<file path="src/rtl/id_ex_stage_pkg.sv">
// Shared types for the ID/EX stage: ALU opcodes, forwarding selects,
// the packed pipeline register and the forwarding mux helper.
package id_ex_stage_pkg;

    localparam int XLEN       = 32;
    localparam int REG_ADDR_W = 5;

    typedef enum logic [3:0] {
        ALU_NOP  = 4'd0,
        ALU_ADD  = 4'd1,
        ALU_SUB  = 4'd2,
        ALU_SLL  = 4'd3,
        ALU_SLT  = 4'd4,
        ALU_SLTU = 4'd5,
        ALU_XOR  = 4'd6,
        ALU_SRL  = 4'd7,
        ALU_SRA  = 4'd8,
        ALU_OR   = 4'd9,
        ALU_AND  = 4'd10,
        ALU_LUI  = 4'd11
    } alu_op_t;

    typedef enum logic [1:0] {
        FWD_NONE  = 2'd0,
        FWD_EXMEM = 2'd1,
        FWD_MEMWB = 2'd2
    } fwd_sel_t;

    typedef struct packed {
        logic                  valid;
        logic [XLEN-1:0]       pc;
        logic [REG_ADDR_W-1:0] rs1_addr;
        logic [REG_ADDR_W-1:0] rs2_addr;
        logic [REG_ADDR_W-1:0] rd_addr;
        logic [XLEN-1:0]       rs1_data;
        logic [XLEN-1:0]       rs2_data;
        logic [XLEN-1:0]       imm;
        alu_op_t               alu_op;
        logic                  a_sel_pc;
        logic                  b_sel_imm;
        logic                  reg_write;
        logic                  mem_read;
        logic                  mem_write;
    } id_ex_t;

    // All-zero register image: invalid, ALU_NOP, no side effects.
    localparam id_ex_t ID_EX_BUBBLE = '0;

    function automatic logic [XLEN-1:0] fwd_mux(
        input fwd_sel_t        sel,
        input logic [XLEN-1:0] rf_data,
        input logic [XLEN-1:0] exmem_data,
        input logic [XLEN-1:0] memwb_data
    );
        logic [XLEN-1:0] res;
        case (sel)
            FWD_EXMEM: res = exmem_data;
            FWD_MEMWB: res = memwb_data;
            default:   res = rf_data;
        endcase
        return res;
    endfunction

endpackage

</file>
<file path="src/rtl/id_ex_stage_if.sv">
// Bundle of every ID-side input, EX/MEM and MEM/WB bypass input and
// EX-side output of the ID/EX stage.
interface id_ex_stage_if;
    import id_ex_stage_pkg::*;

    logic                  flush_i;
    logic                  stall_i;
    logic                  id_valid;
    logic [XLEN-1:0]       id_pc;
    logic [REG_ADDR_W-1:0] id_rs1_addr;
    logic [REG_ADDR_W-1:0] id_rs2_addr;
    logic [REG_ADDR_W-1:0] id_rd_addr;
    logic [XLEN-1:0]       id_rs1_data;
    logic [XLEN-1:0]       id_rs2_data;
    logic [XLEN-1:0]       id_imm;
    alu_op_t               id_alu_op;
    logic                  id_a_sel_pc;
    logic                  id_b_sel_imm;
    logic                  id_reg_write;
    logic                  id_mem_read;
    logic                  id_mem_write;
    logic [REG_ADDR_W-1:0] exmem_rd_addr;
    logic                  exmem_reg_write;
    logic [XLEN-1:0]       exmem_result;
    logic [REG_ADDR_W-1:0] memwb_rd_addr;
    logic                  memwb_reg_write;
    logic [XLEN-1:0]       memwb_result;

    logic [XLEN-1:0]       operand_a;
    logic [XLEN-1:0]       operand_b;
    alu_op_t               alu_op;
    logic [XLEN-1:0]       ex_store_data;
    logic [XLEN-1:0]       ex_pc;
    logic [REG_ADDR_W-1:0] ex_rd_addr;
    logic                  ex_reg_write;
    logic                  ex_mem_read;
    logic                  ex_mem_write;
    logic                  ex_valid;
    logic                  load_use_stall;

    // Pipeline side that drives ID/bypass inputs and consumes EX outputs.
    modport master (
        output flush_i, stall_i, id_valid, id_pc, id_rs1_addr, id_rs2_addr,
               id_rd_addr, id_rs1_data, id_rs2_data, id_imm, id_alu_op,
               id_a_sel_pc, id_b_sel_imm, id_reg_write, id_mem_read,
               id_mem_write, exmem_rd_addr, exmem_reg_write, exmem_result,
               memwb_rd_addr, memwb_reg_write, memwb_result,
        input  operand_a, operand_b, alu_op, ex_store_data, ex_pc,
               ex_rd_addr, ex_reg_write, ex_mem_read, ex_mem_write,
               ex_valid, load_use_stall
    );

    // The ID/EX stage itself.
    modport slave (
        input  flush_i, stall_i, id_valid, id_pc, id_rs1_addr, id_rs2_addr,
               id_rd_addr, id_rs1_data, id_rs2_data, id_imm, id_alu_op,
               id_a_sel_pc, id_b_sel_imm, id_reg_write, id_mem_read,
               id_mem_write, exmem_rd_addr, exmem_reg_write, exmem_result,
               memwb_rd_addr, memwb_reg_write, memwb_result,
        output operand_a, operand_b, alu_op, ex_store_data, ex_pc,
               ex_rd_addr, ex_reg_write, ex_mem_read, ex_mem_write,
               ex_valid, load_use_stall
    );

endinterface

</file>
<file path="src/rtl/id_ex_stage_fwd_unit.sv">
// Picks the bypass source for one EX source register. EX/MEM is the
// younger producer so it wins over MEM/WB; x0 is hardwired and never bypassed.
module id_ex_stage_fwd_unit
    import id_ex_stage_pkg::*;
(
    input  logic [REG_ADDR_W-1:0] rs_addr_i,
    input  logic [REG_ADDR_W-1:0] exmem_rd_addr_i,
    input  logic                  exmem_reg_write_i,
    input  logic [REG_ADDR_W-1:0] memwb_rd_addr_i,
    input  logic                  memwb_reg_write_i,
    output fwd_sel_t              sel_o
);

    // Priority compare: EX/MEM, then MEM/WB, else register-file data.
    always_comb begin
        sel_o = FWD_NONE;
        if (rs_addr_i != '0) begin
            if (exmem_reg_write_i && (exmem_rd_addr_i == rs_addr_i)) begin
                sel_o = FWD_EXMEM;
            end else if (memwb_reg_write_i && (memwb_rd_addr_i == rs_addr_i)) begin
                sel_o = FWD_MEMWB;
            end
        end
    end

endmodule

</file>
<file path="src/rtl/id_ex_stage.sv">
// ID/EX pipeline register with operand forwarding and load-use bubble
// insertion in front of the ALU.
module id_ex_stage
    import id_ex_stage_pkg::*;
(
    input  logic         clk,
    input  logic         rst,
    id_ex_stage_if.slave bus
);

    id_ex_t          ex_q;
    id_ex_t          ex_d;
    id_ex_t          capture;
    logic            load_use;
    fwd_sel_t        sel_rs1;
    fwd_sel_t        sel_rs2;
    logic [XLEN-1:0] fwd_rs1;
    logic [XLEN-1:0] fwd_rs2;

    // Load in EX whose rd is read by the instruction in ID; a flush overrides it.
    assign load_use = ~bus.flush_i & ex_q.valid & ex_q.mem_read &
                      (ex_q.rd_addr != '0) &
                      ((bus.id_rs1_addr == ex_q.rd_addr) |
                       (bus.id_rs2_addr == ex_q.rd_addr));

    // Build the captured image; side-effecting controls only for real instructions.
    always_comb begin
        capture           = ID_EX_BUBBLE;
        capture.valid     = bus.id_valid;
        capture.pc        = bus.id_pc;
        capture.rs1_addr  = bus.id_rs1_addr;
        capture.rs2_addr  = bus.id_rs2_addr;
        capture.rd_addr   = bus.id_rd_addr;
        capture.rs1_data  = bus.id_rs1_data;
        capture.rs2_data  = bus.id_rs2_data;
        capture.imm       = bus.id_imm;
        capture.alu_op    = bus.id_valid ? bus.id_alu_op : ALU_NOP;
        capture.a_sel_pc  = bus.id_a_sel_pc;
        capture.b_sel_imm = bus.id_b_sel_imm;
        capture.reg_write = bus.id_reg_write & bus.id_valid;
        capture.mem_read  = bus.id_mem_read  & bus.id_valid;
        capture.mem_write = bus.id_mem_write & bus.id_valid;
    end

    // Next-state priority: flush, then downstream stall, then load-use bubble, then capture.
    always_comb begin
        ex_d = ex_q;
        if (bus.flush_i) begin
            ex_d = ID_EX_BUBBLE;
        end else if (bus.stall_i) begin
            ex_d = ex_q;
        end else if (load_use) begin
            ex_d = ID_EX_BUBBLE;
        end else begin
            ex_d = capture;
        end
    end

    // Pipeline register; async reset leaves a bubble so every output reads 0.
    always_ff @(posedge clk or posedge rst) begin
        if (rst) begin
            ex_q <= ID_EX_BUBBLE;
        end else begin
            ex_q <= ex_d;
        end
    end

    id_ex_stage_fwd_unit u_fwd_rs1 (
        .rs_addr_i         (ex_q.rs1_addr),
        .exmem_rd_addr_i   (bus.exmem_rd_addr),
        .exmem_reg_write_i (bus.exmem_reg_write),
        .memwb_rd_addr_i   (bus.memwb_rd_addr),
        .memwb_reg_write_i (bus.memwb_reg_write),
        .sel_o             (sel_rs1)
    );

    id_ex_stage_fwd_unit u_fwd_rs2 (
        .rs_addr_i         (ex_q.rs2_addr),
        .exmem_rd_addr_i   (bus.exmem_rd_addr),
        .exmem_reg_write_i (bus.exmem_reg_write),
        .memwb_rd_addr_i   (bus.memwb_rd_addr),
        .memwb_reg_write_i (bus.memwb_reg_write),
        .sel_o             (sel_rs2)
    );

    assign fwd_rs1 = fwd_mux(sel_rs1, ex_q.rs1_data, bus.exmem_result, bus.memwb_result);
    assign fwd_rs2 = fwd_mux(sel_rs2, ex_q.rs2_data, bus.exmem_result, bus.memwb_result);

    assign bus.operand_a      = ex_q.a_sel_pc  ? ex_q.pc  : fwd_rs1;
    assign bus.operand_b      = ex_q.b_sel_imm ? ex_q.imm : fwd_rs2;
    assign bus.alu_op         = ex_q.alu_op;
    // Stores always take the forwarded rs2, even when operand_b is the immediate.
    assign bus.ex_store_data  = fwd_rs2;
    assign bus.ex_pc          = ex_q.pc;
    assign bus.ex_rd_addr     = ex_q.rd_addr;
    assign bus.ex_reg_write   = ex_q.reg_write & ex_q.valid;
    assign bus.ex_mem_read    = ex_q.mem_read  & ex_q.valid;
    assign bus.ex_mem_write   = ex_q.mem_write & ex_q.valid;
    assign bus.ex_valid       = ex_q.valid;
    assign bus.load_use_stall = load_use;

endmodule

</file>
<file path="src/flat_wrapper.sv">
// flat-port wrapper written by rule: the top's interface ports become plain ports
module id_ex_stage_flat import id_ex_stage_pkg::*;
  (clk, rst, bus_flush_i, bus_stall_i, bus_id_valid, bus_id_pc, bus_id_rs1_addr, bus_id_rs2_addr, bus_id_rd_addr, bus_id_rs1_data, bus_id_rs2_data, bus_id_imm, bus_id_alu_op, bus_id_a_sel_pc, bus_id_b_sel_imm, bus_id_reg_write, bus_id_mem_read, bus_id_mem_write, bus_exmem_rd_addr, bus_exmem_reg_write, bus_exmem_result, bus_memwb_rd_addr, bus_memwb_reg_write, bus_memwb_result, bus_operand_a, bus_operand_b, bus_alu_op, bus_ex_store_data, bus_ex_pc, bus_ex_rd_addr, bus_ex_reg_write, bus_ex_mem_read, bus_ex_mem_write, bus_ex_valid, bus_load_use_stall);
  id_ex_stage_if bus_i ();
  input  logic clk;
  input  logic rst;
  input wire logic [$bits(bus_i.flush_i)-1:0] bus_flush_i;
  input wire logic [$bits(bus_i.stall_i)-1:0] bus_stall_i;
  input wire logic [$bits(bus_i.id_valid)-1:0] bus_id_valid;
  input wire logic [$bits(bus_i.id_pc)-1:0] bus_id_pc;
  input wire logic [$bits(bus_i.id_rs1_addr)-1:0] bus_id_rs1_addr;
  input wire logic [$bits(bus_i.id_rs2_addr)-1:0] bus_id_rs2_addr;
  input wire logic [$bits(bus_i.id_rd_addr)-1:0] bus_id_rd_addr;
  input wire logic [$bits(bus_i.id_rs1_data)-1:0] bus_id_rs1_data;
  input wire logic [$bits(bus_i.id_rs2_data)-1:0] bus_id_rs2_data;
  input wire logic [$bits(bus_i.id_imm)-1:0] bus_id_imm;
  input wire logic [$bits(bus_i.id_alu_op)-1:0] bus_id_alu_op;
  input wire logic [$bits(bus_i.id_a_sel_pc)-1:0] bus_id_a_sel_pc;
  input wire logic [$bits(bus_i.id_b_sel_imm)-1:0] bus_id_b_sel_imm;
  input wire logic [$bits(bus_i.id_reg_write)-1:0] bus_id_reg_write;
  input wire logic [$bits(bus_i.id_mem_read)-1:0] bus_id_mem_read;
  input wire logic [$bits(bus_i.id_mem_write)-1:0] bus_id_mem_write;
  input wire logic [$bits(bus_i.exmem_rd_addr)-1:0] bus_exmem_rd_addr;
  input wire logic [$bits(bus_i.exmem_reg_write)-1:0] bus_exmem_reg_write;
  input wire logic [$bits(bus_i.exmem_result)-1:0] bus_exmem_result;
  input wire logic [$bits(bus_i.memwb_rd_addr)-1:0] bus_memwb_rd_addr;
  input wire logic [$bits(bus_i.memwb_reg_write)-1:0] bus_memwb_reg_write;
  input wire logic [$bits(bus_i.memwb_result)-1:0] bus_memwb_result;
  output wire logic [$bits(bus_i.operand_a)-1:0] bus_operand_a;
  output wire logic [$bits(bus_i.operand_b)-1:0] bus_operand_b;
  output wire logic [$bits(bus_i.alu_op)-1:0] bus_alu_op;
  output wire logic [$bits(bus_i.ex_store_data)-1:0] bus_ex_store_data;
  output wire logic [$bits(bus_i.ex_pc)-1:0] bus_ex_pc;
  output wire logic [$bits(bus_i.ex_rd_addr)-1:0] bus_ex_rd_addr;
  output wire logic [$bits(bus_i.ex_reg_write)-1:0] bus_ex_reg_write;
  output wire logic [$bits(bus_i.ex_mem_read)-1:0] bus_ex_mem_read;
  output wire logic [$bits(bus_i.ex_mem_write)-1:0] bus_ex_mem_write;
  output wire logic [$bits(bus_i.ex_valid)-1:0] bus_ex_valid;
  output wire logic [$bits(bus_i.load_use_stall)-1:0] bus_load_use_stall;
  assign bus_i.flush_i = bus_flush_i;
  assign bus_i.stall_i = bus_stall_i;
  assign bus_i.id_valid = bus_id_valid;
  assign bus_i.id_pc = bus_id_pc;
  assign bus_i.id_rs1_addr = bus_id_rs1_addr;
  assign bus_i.id_rs2_addr = bus_id_rs2_addr;
  assign bus_i.id_rd_addr = bus_id_rd_addr;
  assign bus_i.id_rs1_data = bus_id_rs1_data;
  assign bus_i.id_rs2_data = bus_id_rs2_data;
  assign bus_i.id_imm = bus_id_imm;
  assign bus_i.id_alu_op = bus_id_alu_op;
  assign bus_i.id_a_sel_pc = bus_id_a_sel_pc;
  assign bus_i.id_b_sel_imm = bus_id_b_sel_imm;
  assign bus_i.id_reg_write = bus_id_reg_write;
  assign bus_i.id_mem_read = bus_id_mem_read;
  assign bus_i.id_mem_write = bus_id_mem_write;
  assign bus_i.exmem_rd_addr = bus_exmem_rd_addr;
  assign bus_i.exmem_reg_write = bus_exmem_reg_write;
  assign bus_i.exmem_result = bus_exmem_result;
  assign bus_i.memwb_rd_addr = bus_memwb_rd_addr;
  assign bus_i.memwb_reg_write = bus_memwb_reg_write;
  assign bus_i.memwb_result = bus_memwb_result;
  assign bus_operand_a = bus_i.operand_a;
  assign bus_operand_b = bus_i.operand_b;
  assign bus_alu_op = bus_i.alu_op;
  assign bus_ex_store_data = bus_i.ex_store_data;
  assign bus_ex_pc = bus_i.ex_pc;
  assign bus_ex_rd_addr = bus_i.ex_rd_addr;
  assign bus_ex_reg_write = bus_i.ex_reg_write;
  assign bus_ex_mem_read = bus_i.ex_mem_read;
  assign bus_ex_mem_write = bus_i.ex_mem_write;
  assign bus_ex_valid = bus_i.ex_valid;
  assign bus_load_use_stall = bus_i.load_use_stall;
  id_ex_stage u_core (.clk(clk), .rst(rst), .bus(bus_i));
endmodule
</file>
<file path="config.mk">
export PLATFORM = sky130hd
export DESIGN_NAME = id_ex_stage_flat
export DESIGN_NICKNAME = d
export VERILOG_FILES = /design/src/rtl/id_ex_stage_pkg.sv /design/src/rtl/id_ex_stage_if.sv /design/src/rtl/id_ex_stage_fwd_unit.sv /design/src/rtl/id_ex_stage.sv /design/src/flat_wrapper.sv
export SDC_FILE = /design/constraint.sdc
export NUM_CORES = 1
export LEC_CHECK = 0
export ABC_AREA = 1
export BUFFER_PORTS_ARGS = -buffer_cell sky130_fd_sc_hd__buf_4
export CAP_MARGIN = 40
export CORE_MARGIN = 5
export CORE_UTILIZATION = 30
export DETAILED_ROUTE_END_ITERATION = 12
export PLACE_DENSITY = 0.66
export SYNTH_ARGS = -nofsm -noshare
export SYNTH_HDL_FRONTEND = slang
export SYNTH_SLANG_ARGS = --single-unit
</file>
<file path="constraint.sdc">
create_clock -name clk -period 14.8 [get_ports clk]
set_clock_uncertainty 0.1 [all_clocks]
set_input_delay 1.48 -clock clk [delete_from_list [all_inputs] [get_ports clk]]
set_output_delay 1.48 -clock clk [all_outputs]
set_load 0.05 [all_outputs]
</file>
* Yosys cells after proc, flatten, opt, wreduce, memory -nomap -nowiden *
Cells that the tools add are included.

cells by class
  eq/ne operators = 11
  mux-type cells = 14
  bitwise operators = 12
  reduce and logical (&&, ||, !) cells = 7

operator list
  kind                                           number
  two-way mux 153 bit                            3
  one-hot mux 32 bit (2 select lines)            2
  two-way mux 32 bit                             2
  == test 5 bit                                  6
  nonzero test 5 bit                             3
  two-way mux 2 bit                              6
  bitwise AND 1 bit                              10
  == test 2 x 1 -> 1 bit, second input constant  2
  == test 2 bit, second input constant           2
  logical AND 1 bit                              4
  two-way mux 4 bit                              1
  != test 2 bit, second input constant           1
  NOT 1 bit                                      1
  bitwise OR 1 bit                               1

word-level totals
  register bits after elaboration = 153
  input bits = 233
  output and inout port bits = 142

* Logic depth before layout (Yosys ltp) *
Gate-level depths: netlist (run 1).

  depth after elaboration = 8
  mapped depth = 15

* Modules after synthesis *
From an unflattened synthesis (run 1), not the netlist that was laid out.

unflattened totals
  cell total of the unflattened synthesis = 1324
  area, all modules = 9102.5 um^2

modules (own cells, without submodules)
  module                times used  cells each  area an instance (um^2)
  id_ex_stage           1           1216        8644.5
  id_ex_stage_fwd_unit  2           54          229.0

* Worst setup path after synthesis (run 1) *
No wires, ideal clock.

  kind = in2out
  start = input port bus_memwb_rd_addr[4]
  end = output port bus_operand_b[0]
  arrival = 4.143 ns
  required time = 13.220 ns
  path slack = 9.077 ns
  stages on the path = 13
  buffers on the path = 2
  path through = xor2_1 a21oi_1 nand4_1 nor2_1 inv_1 ha_1 clkbuf_1 inv_1 clkbuf_1 nor2_1 a21oi_1 nand2_1 nand2_1

on the way
  cells in the longest elaborated chain, start to end = 8
  elaborated cells on any way between the ends = 9

RTL lines
  element                                                  RTL line                    RTL
  from (decl)                                              flat_wrapper.sv:26          input wire logic [$bits(bus_i.memwb_rd_addr)-1:0] bus_memwb_rd_addr;
  == test 5 bit (*)                                        id_ex_stage_fwd_unit.sv:20  end else if (memwb_reg_write_i && (memwb_rd_addr_i == rs_addr_i)) begin
  logical AND 1 bit (*)                                    id_ex_stage_fwd_unit.sv:20
  two-way mux 2 bit (*)                                    id_ex_stage_fwd_unit.sv:20
  two-way mux 2 bit (*)                                    id_ex_stage_fwd_unit.sv:18  if (exmem_reg_write_i && (exmem_rd_addr_i == rs_addr_i)) begin
  two-way mux 2 bit (*)                                    id_ex_stage_fwd_unit.sv:17  if (rs_addr_i != '0) begin
  == test 2 bit or == test 2 x 1 -> 1 bit (tied branches)  id_ex_stage_pkg.sv:56       case (sel)
  one-hot mux 32 bit (2 select lines) (*)                  id_ex_stage_pkg.sv:56
  net bus_ex_store_data[0]                                 flat_wrapper.sv:32          output wire logic [$bits(bus_i.ex_store_data)-1:0] bus_ex_store_data;
  two-way mux 32 bit (*)                                   id_ex_stage.sv:90           assign bus.operand_b = ex_q.b_sel_imm ? ex_q.imm : fwd_rs2;
  to (decl)                                                flat_wrapper.sv:30          output wire logic [$bits(bus_i.operand_b)-1:0] bus_operand_b;

The timed path passes the listed nets; every way through them passes the cells marked *.

* Final worst setup path (run 1) *
  start = input port bus_memwb_rd_addr[0]
  end = output port bus_operand_a[27]

on the way
  cells in the longest elaborated chain, start to end = 8
  elaborated cells on any way between the ends = 9

RTL lines
  element                                                  RTL line                    RTL
  == test 5 bit (*)                                        id_ex_stage_fwd_unit.sv:20
  logical AND 1 bit (*)                                    id_ex_stage_fwd_unit.sv:20
  two-way mux 2 bit (*)                                    id_ex_stage_fwd_unit.sv:20
  two-way mux 2 bit (*)                                    id_ex_stage_fwd_unit.sv:18
  two-way mux 2 bit (*)                                    id_ex_stage_fwd_unit.sv:17
  == test 2 bit or == test 2 x 1 -> 1 bit (tied branches)  id_ex_stage_pkg.sv:56
  one-hot mux 32 bit (2 select lines) (*)                  id_ex_stage_pkg.sv:56
  two-way mux 32 bit (*)                                   id_ex_stage.sv:89           assign bus.operand_a = ex_q.a_sel_pc ? ex_q.pc : fwd_rs1;
  to (decl)                                                flat_wrapper.sv:29          output wire logic [$bits(bus_i.operand_a)-1:0] bus_operand_a;

Every way passes the cells marked *; elsewhere a longest branch is shown, timed or not.

==> flow_summary.yaml, run 1 <==
outcome:
  status: "completed"
clock_tree:
  ctsHtreeMaxLevel: 4
  clock_latency_ps: 420
  cts.sinks: 153
  clkSlewWorstSetupHoldPaths_ps: 60
  cts_root_buf: "clkbuf_16"
  cts_setup_buffers: 0
  ctsResizeCount: 0
  postCtsHoldBufs: 0
  cts_buffers: 17
  cts_tree: "built"
  clock_path_buffers: 2
yosys:
  syn_inst: 1285
  synthArstFlopShare_pct: 100.0
  syn_area_per_cell_um2: 6.980
  synth_edf_count: 0
  synth_cell_type_count: 24
  synth_seq_cells: 153
  synth_area_um2: 8970
  synth_nets: 1522
  yosys_warnings: 0
  seq_area_frac_synth_pct: 42.68
  synthFlopType: "dfrtp_1"
timing:
  setup_violations: 0
  timing.fmax_mhz: 165.4
  fin_tns_setup_ps: 0
  relSlewSlack_pct: 39.02
  max_slew.worst_pin.slew_ps: 914.6
  slew_viol_final: 0
  period_needed_ps: 6044
  hold_viol_final: 0
  rsz0062_at_grt: "false"
  post-route-period-util_pct: 40.84
hold_path:
  hold_depth: 2
  min_from: "u_core.ex_q[98]$_DFFE_PP0P_"
  hp-class: "register to register"
  hold_end: "u_core.ex_q[98]$_DFFE_PP0P_"
setup_path:
  end_kind: "output pin"
  arrival_ps: 4460
  r2r-end: "u_core.ex_q[32]$_DFFE_PP0P_"
  path_max_fanout: 33
  worstPathRequired_ps: 13220
  max_stage_delay_ps: 440
  slowest_stage: "o31ai_1"
  ff2ff_setup_slack_ps: 12200
  startpoint_type: "input port"
  r2r-start: "u_core.bus.ex_rd_addr[0]$_DFFE_PP0P_"
  crit_chain: "buf_4 -> inv_1 -> o22ai_1 -> nor2_1 -> nand2_1 -> nor3_1 -> inv_1 -> ha_1 -> buf_4 -> inv_1 -> buf_16 -> nor2_1 -> o31ai_1 -> buf_4"
  path_class: "input port to output pin"
  rr_worst_depth: 10
cells_and_area:
  finalNetCount: 1803
  instances_no_fill: 1967
  diodes: 0
  areaGrowthSynthToFinish_pct: 38.82
  drive_gt1_share_pct: 27.39
routing:
  wl_per_cell_um: 18.79
  vias: 9792
  wl_mm: 36.95
  drt_iter0_markers: 740
  via_per_inst: 4.978
  drc: 0
  dr.pass1.iters: 5
  drtAntennaViolNets: 0
grt:
  grt_max_degree: 85
  grt_usage_pct: 21.36
  antenna_found_initial: 0
  grt-ovfl-total: 0
  grt_pass1_vias: 9708
  grt_pass1_wl_mm: 56.26
die:
  floorplan.die.width_um: 182.9
  die_h_um: 182.9
  pin_count: 375
  fp-row-count: 63
  die_area_um2: 33460
  start_util_pct: 30.34
  core_area_um2: 29560
job:
  maxCapViolCount: 0
placed_design:
  portBuffers: 374
  dp.cells: 1937
  gp_congestion: 0.9293
  dp_hpwl_mm: 27.20
power_and_ir_drop:
  irDropWorstVdd_v: 0.00006797
  leakagePower_nw: 6.835
  power.density_nw_per_um2: 103.9
layout make-up:
type	count	area, um2
inverters	51	196.4
well taps	390	488.0
clock inverters	13	239.0
multi-input cells	951	4270
fillers	3065	17110
repair buffers	392	3003
flip-flops and latches	153	3830
clock buffers	17	425.4
routing by layer:
metal	vias to the layer above	part of all wire (%)	global-route usage, %
li1	4653	-	-
met2	432	46	34.39
met3	61	8.5	5.811
met5	-	0	0
met4	0	3.1	7.062
met1	4646	42	28.01
kinds of logic (layout without fill, tap and decap cells):
group	Yosys count	after routing	share of synthesized area, %
compound gates	138	138	10.04
buf+inv	181	473	10.03
flops	153	153	42.68
simple gates	801	801	35.90
xor+xnor	8	8	0.7812
fa+ha+maj	4	4	0.5580
metrics by stage:
step / worst slack (ps) / hold WS (ps) / cell area, um2 / utilization (%) / power, mW
detailed placement: 8838 / 365.3 / 11790 / 39.88 / 0.7919
CTS: 8847 / 383.3 / 12450 / 42.12 / 1.307
floorplan: 9077 / 348.9 / 8970 / - / 0.6630
global placement: 8529 / 362.3 / 11710 / 39.60 / 0.7873
global route: 8640 / 398.6 / 12450 / 42.12 / 1.345
finish: 8756 / 378.9 / 12450 / 42.12 / 1.294
critical path: cells and delay by family:
kind | cells | cell delay [ps]
compound gates | 2 | 530
fa+ha+maj | 1 | 300
buf+inv | 7 | 1490
simple gates | 4 | 640
state kept, by name, summed over array words and instances (netlist names):
name and flops:
u_core.bus.ex_pc 32, u_core.bus.ex_valid 1, u_core.bus.ex_rd_addr 5, u_core.ex_q 111
u_core.bus.alu_op 4
cell usage in the layout (no fill, tap or decap), drive strengths merged, types with 2 or more instances in the layout:
master	n
clkinvlp	2
clkbuf	17
ha	4
xor2	2
o22ai	5
nor3	2
nand4	4
o21ai	3
nor2	124
o31ai	32
nand3	159
inv	55
xnor2	6
dfrtp	153
a22o	32
buf	392
a21oi	65
nand2	512
bufinv	6
worst max-delay path by stage:
| stage | cells after the start | startpoint | endpoint |
|---|---|---|---|
| after floorplan | 13 | bus_memwb_rd_addr[4] | bus_operand_b[0] |
| after global placement | 13 | bus_memwb_rd_addr[4] | bus_operand_a[27] |
| after detailed placement | 14 | bus_memwb_rd_addr[0] | bus_operand_a[27] |
| after CTS | 14 | bus_memwb_rd_addr[0] | bus_operand_a[27] |
| after global routing | 16 | bus_memwb_rd_addr[0] | bus_operand_b[12] |
| final | 14 | bus_memwb_rd_addr[0] | bus_operand_a[27] |
cells in the mapped netlist, types with 3 or more instances:
| cell | instances | share of area [%] |
|---|---|---|
| inv_2 | 5 | 0.21 |
| a21oi_1 | 65 | 3.6 |
| xnor2_1 | 6 | 0.59 |
| o21ai_0 | 3 | 0.17 |
| nor2_1 | 124 | 5.2 |
| buf_2 | 11 | 0.61 |
| buf_1 | 9 | 0.38 |
| o31ai_1 | 32 | 2.7 |
| buf_4 | 41 | 3.4 |
| ha_1 | 4 | 0.56 |
| dfrtp_1 | 153 | 43 |
| inv_1 | 45 | 1.9 |
| a22o_1 | 32 | 3.1 |
| clkbuf_1 | 62 | 2.6 |
| nand4_1 | 4 | 0.28 |
| buf_6 | 7 | 0.88 |
| nand2_1 | 511 | 21 |
| nand3_1 | 159 | 8.9 |
| o22ai_1 | 5 | 0.35 |
power breakdown:
| part | switching, mW | internal (mW) | leakage, nW |
|---|---|---|---|
| clock network | 0.193 | 0.318 | 0.317 |
| registers | 0.0177 | 0.441 | 2.03 |
| logic | 0.213 | 0.111 | 4.48 |
(Power assumes the default switching activity.)
==> inputs of run 2 (changes only) <==
clock period = 5.7 ns   (was 14.8 ns; I/O delays follow)
==> flow_summary.yaml, run 2 (synthesis results as in run 1) <==
outcome:
  status: "completed"
power_and_ir_drop:
  switchingPower_mw: 1.110
  p_comb_share_pct: 26.5
  pwr-share-seq_pct: 37.3
  p_int_mw: 2.088
  switching_share_pct: 34.72
  power.density_nw_per_um2: 258.0
  leakagePower_nw: 6.798
  irDropWorstVdd_v: 0.0001661
  fin_total_pwr_mw: 3.198
  power_frac_clock_pct: 36.2
timing:
  relSlewSlack_pct: 36.38
  slew_viol_final: 0
  fin_tns_setup_ps: 0
  max_slew.worst_pin.slew_ps: 954.3
  hold_viol_final: 0
  setup_violations: 0
  holdWs_ps: 84.16
  period_needed_ps: 4464
  timing.fmax_mhz: 224.0
  post-route-period-util_pct: 78.31
  rsz0062_at_grt: "false"
setup_path:
  arrival_ps: 3790
  startpoint_type: "register"
  end_kind: "output pin"
  rr_worst_depth: 10
  worstPathRequired_ps: 5030
  r2r-end: "u_core.ex_q[19]$_DFFE_PP0P_"
  r2r-start: "u_core.bus.ex_rd_addr[0]$_DFFE_PP0P_"
  ff2ff_setup_slack_ps: 3140
  path_max_fanout: 17
  path_class: "register to output pin"
routing:
  dr.pass1.iters: 5
  drt_iter0_markers: 768
  vias: 9702
  wl_mm: 37.43
  drc: 0
  drtAntennaViolNets: 0
  via_per_inst: 4.925
  wl_per_cell_um: 19.00
cells_and_area:
  num-fill-cells: 3064
  areaGrowthSynthToFinish_pct: 38.21
  diodes: 0
  finalNetCount: 1805
  largest_reg_flops: 111
  mostFrequentLayoutCells: "nand2_1 (511), buf_4 (390), nand3_1 (159)"
  final_common_cell: "nand2_1"
  drive_gt1_share_pct: 27.41
  largest-register: "u_core.ex_q"
  instances_no_fill: 1970
  final_core_util_pct: 41.94
clock_tree:
  postCtsHoldBufs: 0
  ctsHtreeMaxLevel: 4
  clock_path_buffers: 2
  ctsResizeCount: 0
  cts_root_buf: "clkbuf_16"
  cts_buffers: 17
  clkSlewWorstSetupHoldPaths_ps: 70
  clock_latency_ps: 410
  cts_tree: "built"
  cts_setup_buffers: 0
  cts.sinks: 153
die:
  pin_count: 375
  core_area_um2: 29560
  start_util_pct: 30.34
  die_area_um2: 33460
  die_h_um: 182.9
  floorplan.die.width_um: 182.9
  fp-row-count: 63
placed_design:
  gp_congestion: 0.8877
  dp.cells: 1939
  portBuffers: 374
  dp_hpwl_mm: 27.85
grt:
  antenna_found_initial: 0
  grt_usage_pct: 21.82
  grt_pass1_wl_mm: 57.44
  grt_max_degree: 102
  grt-ovfl-total: 0
  grt_pass1_vias: 9705
job:
  maxCapViolCount: 0
hold_path:
  hp-class: "input port to async pin"
-- run 2: cell types whose count changed in the layout (fill, tap and decap cells not counted) --
cell,before,now
buf_4,389,390
buf_16,3,4
clkbuf_1,0,2
bufinv_16,6,2
clkinvlp_4,2,5
-- run 2: final cells by class --
| class | instances | area [um2] | share of cell area (%) |
|---|---|---|---|
| Timing Repair Buffer | 394 | 3038 | 24.51 |
| Tap cell | 390 | 488.0 | 3.936 |
| Clock inverter | 12 | 141.4 | 1.140 |
| Sequential cell | 153 | 3830 | 30.89 |
| Multi-Input combinational cell | 951 | 4270 | 34.45 |
| Clock buffer | 19 | 432.9 | 3.492 |
| Inverter | 51 | 196.4 | 1.585 |
-- run 2: routing by layer --
layer  global-route usage (%)  routed length (um)  up-vias
li1                         -                   -     4660
met1                    29.71               16270     4555
met2                    35.10               17450      436
met3                    4.641                2754       51
met4                    6.555                 959        0
met5                        0                   0        -
-- run 2: power groups by stage --
stage,Combinational (mW),Clock (mW),Sequential [mW]
3_3_place_gp,0.842,0,1.21
2_1_floorplan,0.524,0,1.20
4_1_cts,0.854,1.19,1.19
6_report,0.849,1.16,1.19
5_1_grt,0.909,1.23,1.20
3_5_place_dp,0.852,0,1.21
-- run 2: worst max path at each step --
stage / endpoint / cells past startpoint / slack [ps] / from
3_3_place_gp: bus_operand_b[2] / 14 / 1340 / bus_memwb_rd_addr[4]
3_5_place_dp: bus_operand_a[7] / 12 / 1490 / bus_memwb_rd_addr[0]
2_1_floorplan: u_core.bus.alu_op[0]$_DFFE_PP0P_ / 1 / 910 / rst
4_1_cts: bus_operand_a[7] / 11 / 1230 / u_core.ex_q[115]$_DFFE_PP0P_
5_1_grt: bus_operand_a[10] / 11 / 1040 / u_core.ex_q[115]$_DFFE_PP0P_
6_report: bus_operand_a[10] / 11 / 1240 / u_core.ex_q[115]$_DFFE_PP0P_
-- run 2: through the flow --
step           worst slack [ps]  cell area (um2)
4_1_cts                    1231            12400
5_1_grt                    1040            12400
3_3_place_gp               1337            11710
2_1_floorplan             908.6             8970
6_report                   1236            12400
3_5_place_dp               1494            11820
-- run 2: worst max-delay path, cell delays in order, from the launching register on --
cell and delay [ps]:
dfrtp_1 450, inv_1 120, o22ai_1 80, nor2_1 120, nand2_1 70, nor3_1 390
ha_1 810, buf_4 380, a22o_1 250, nor2_1 120, o31ai_1 310, buf_4 270
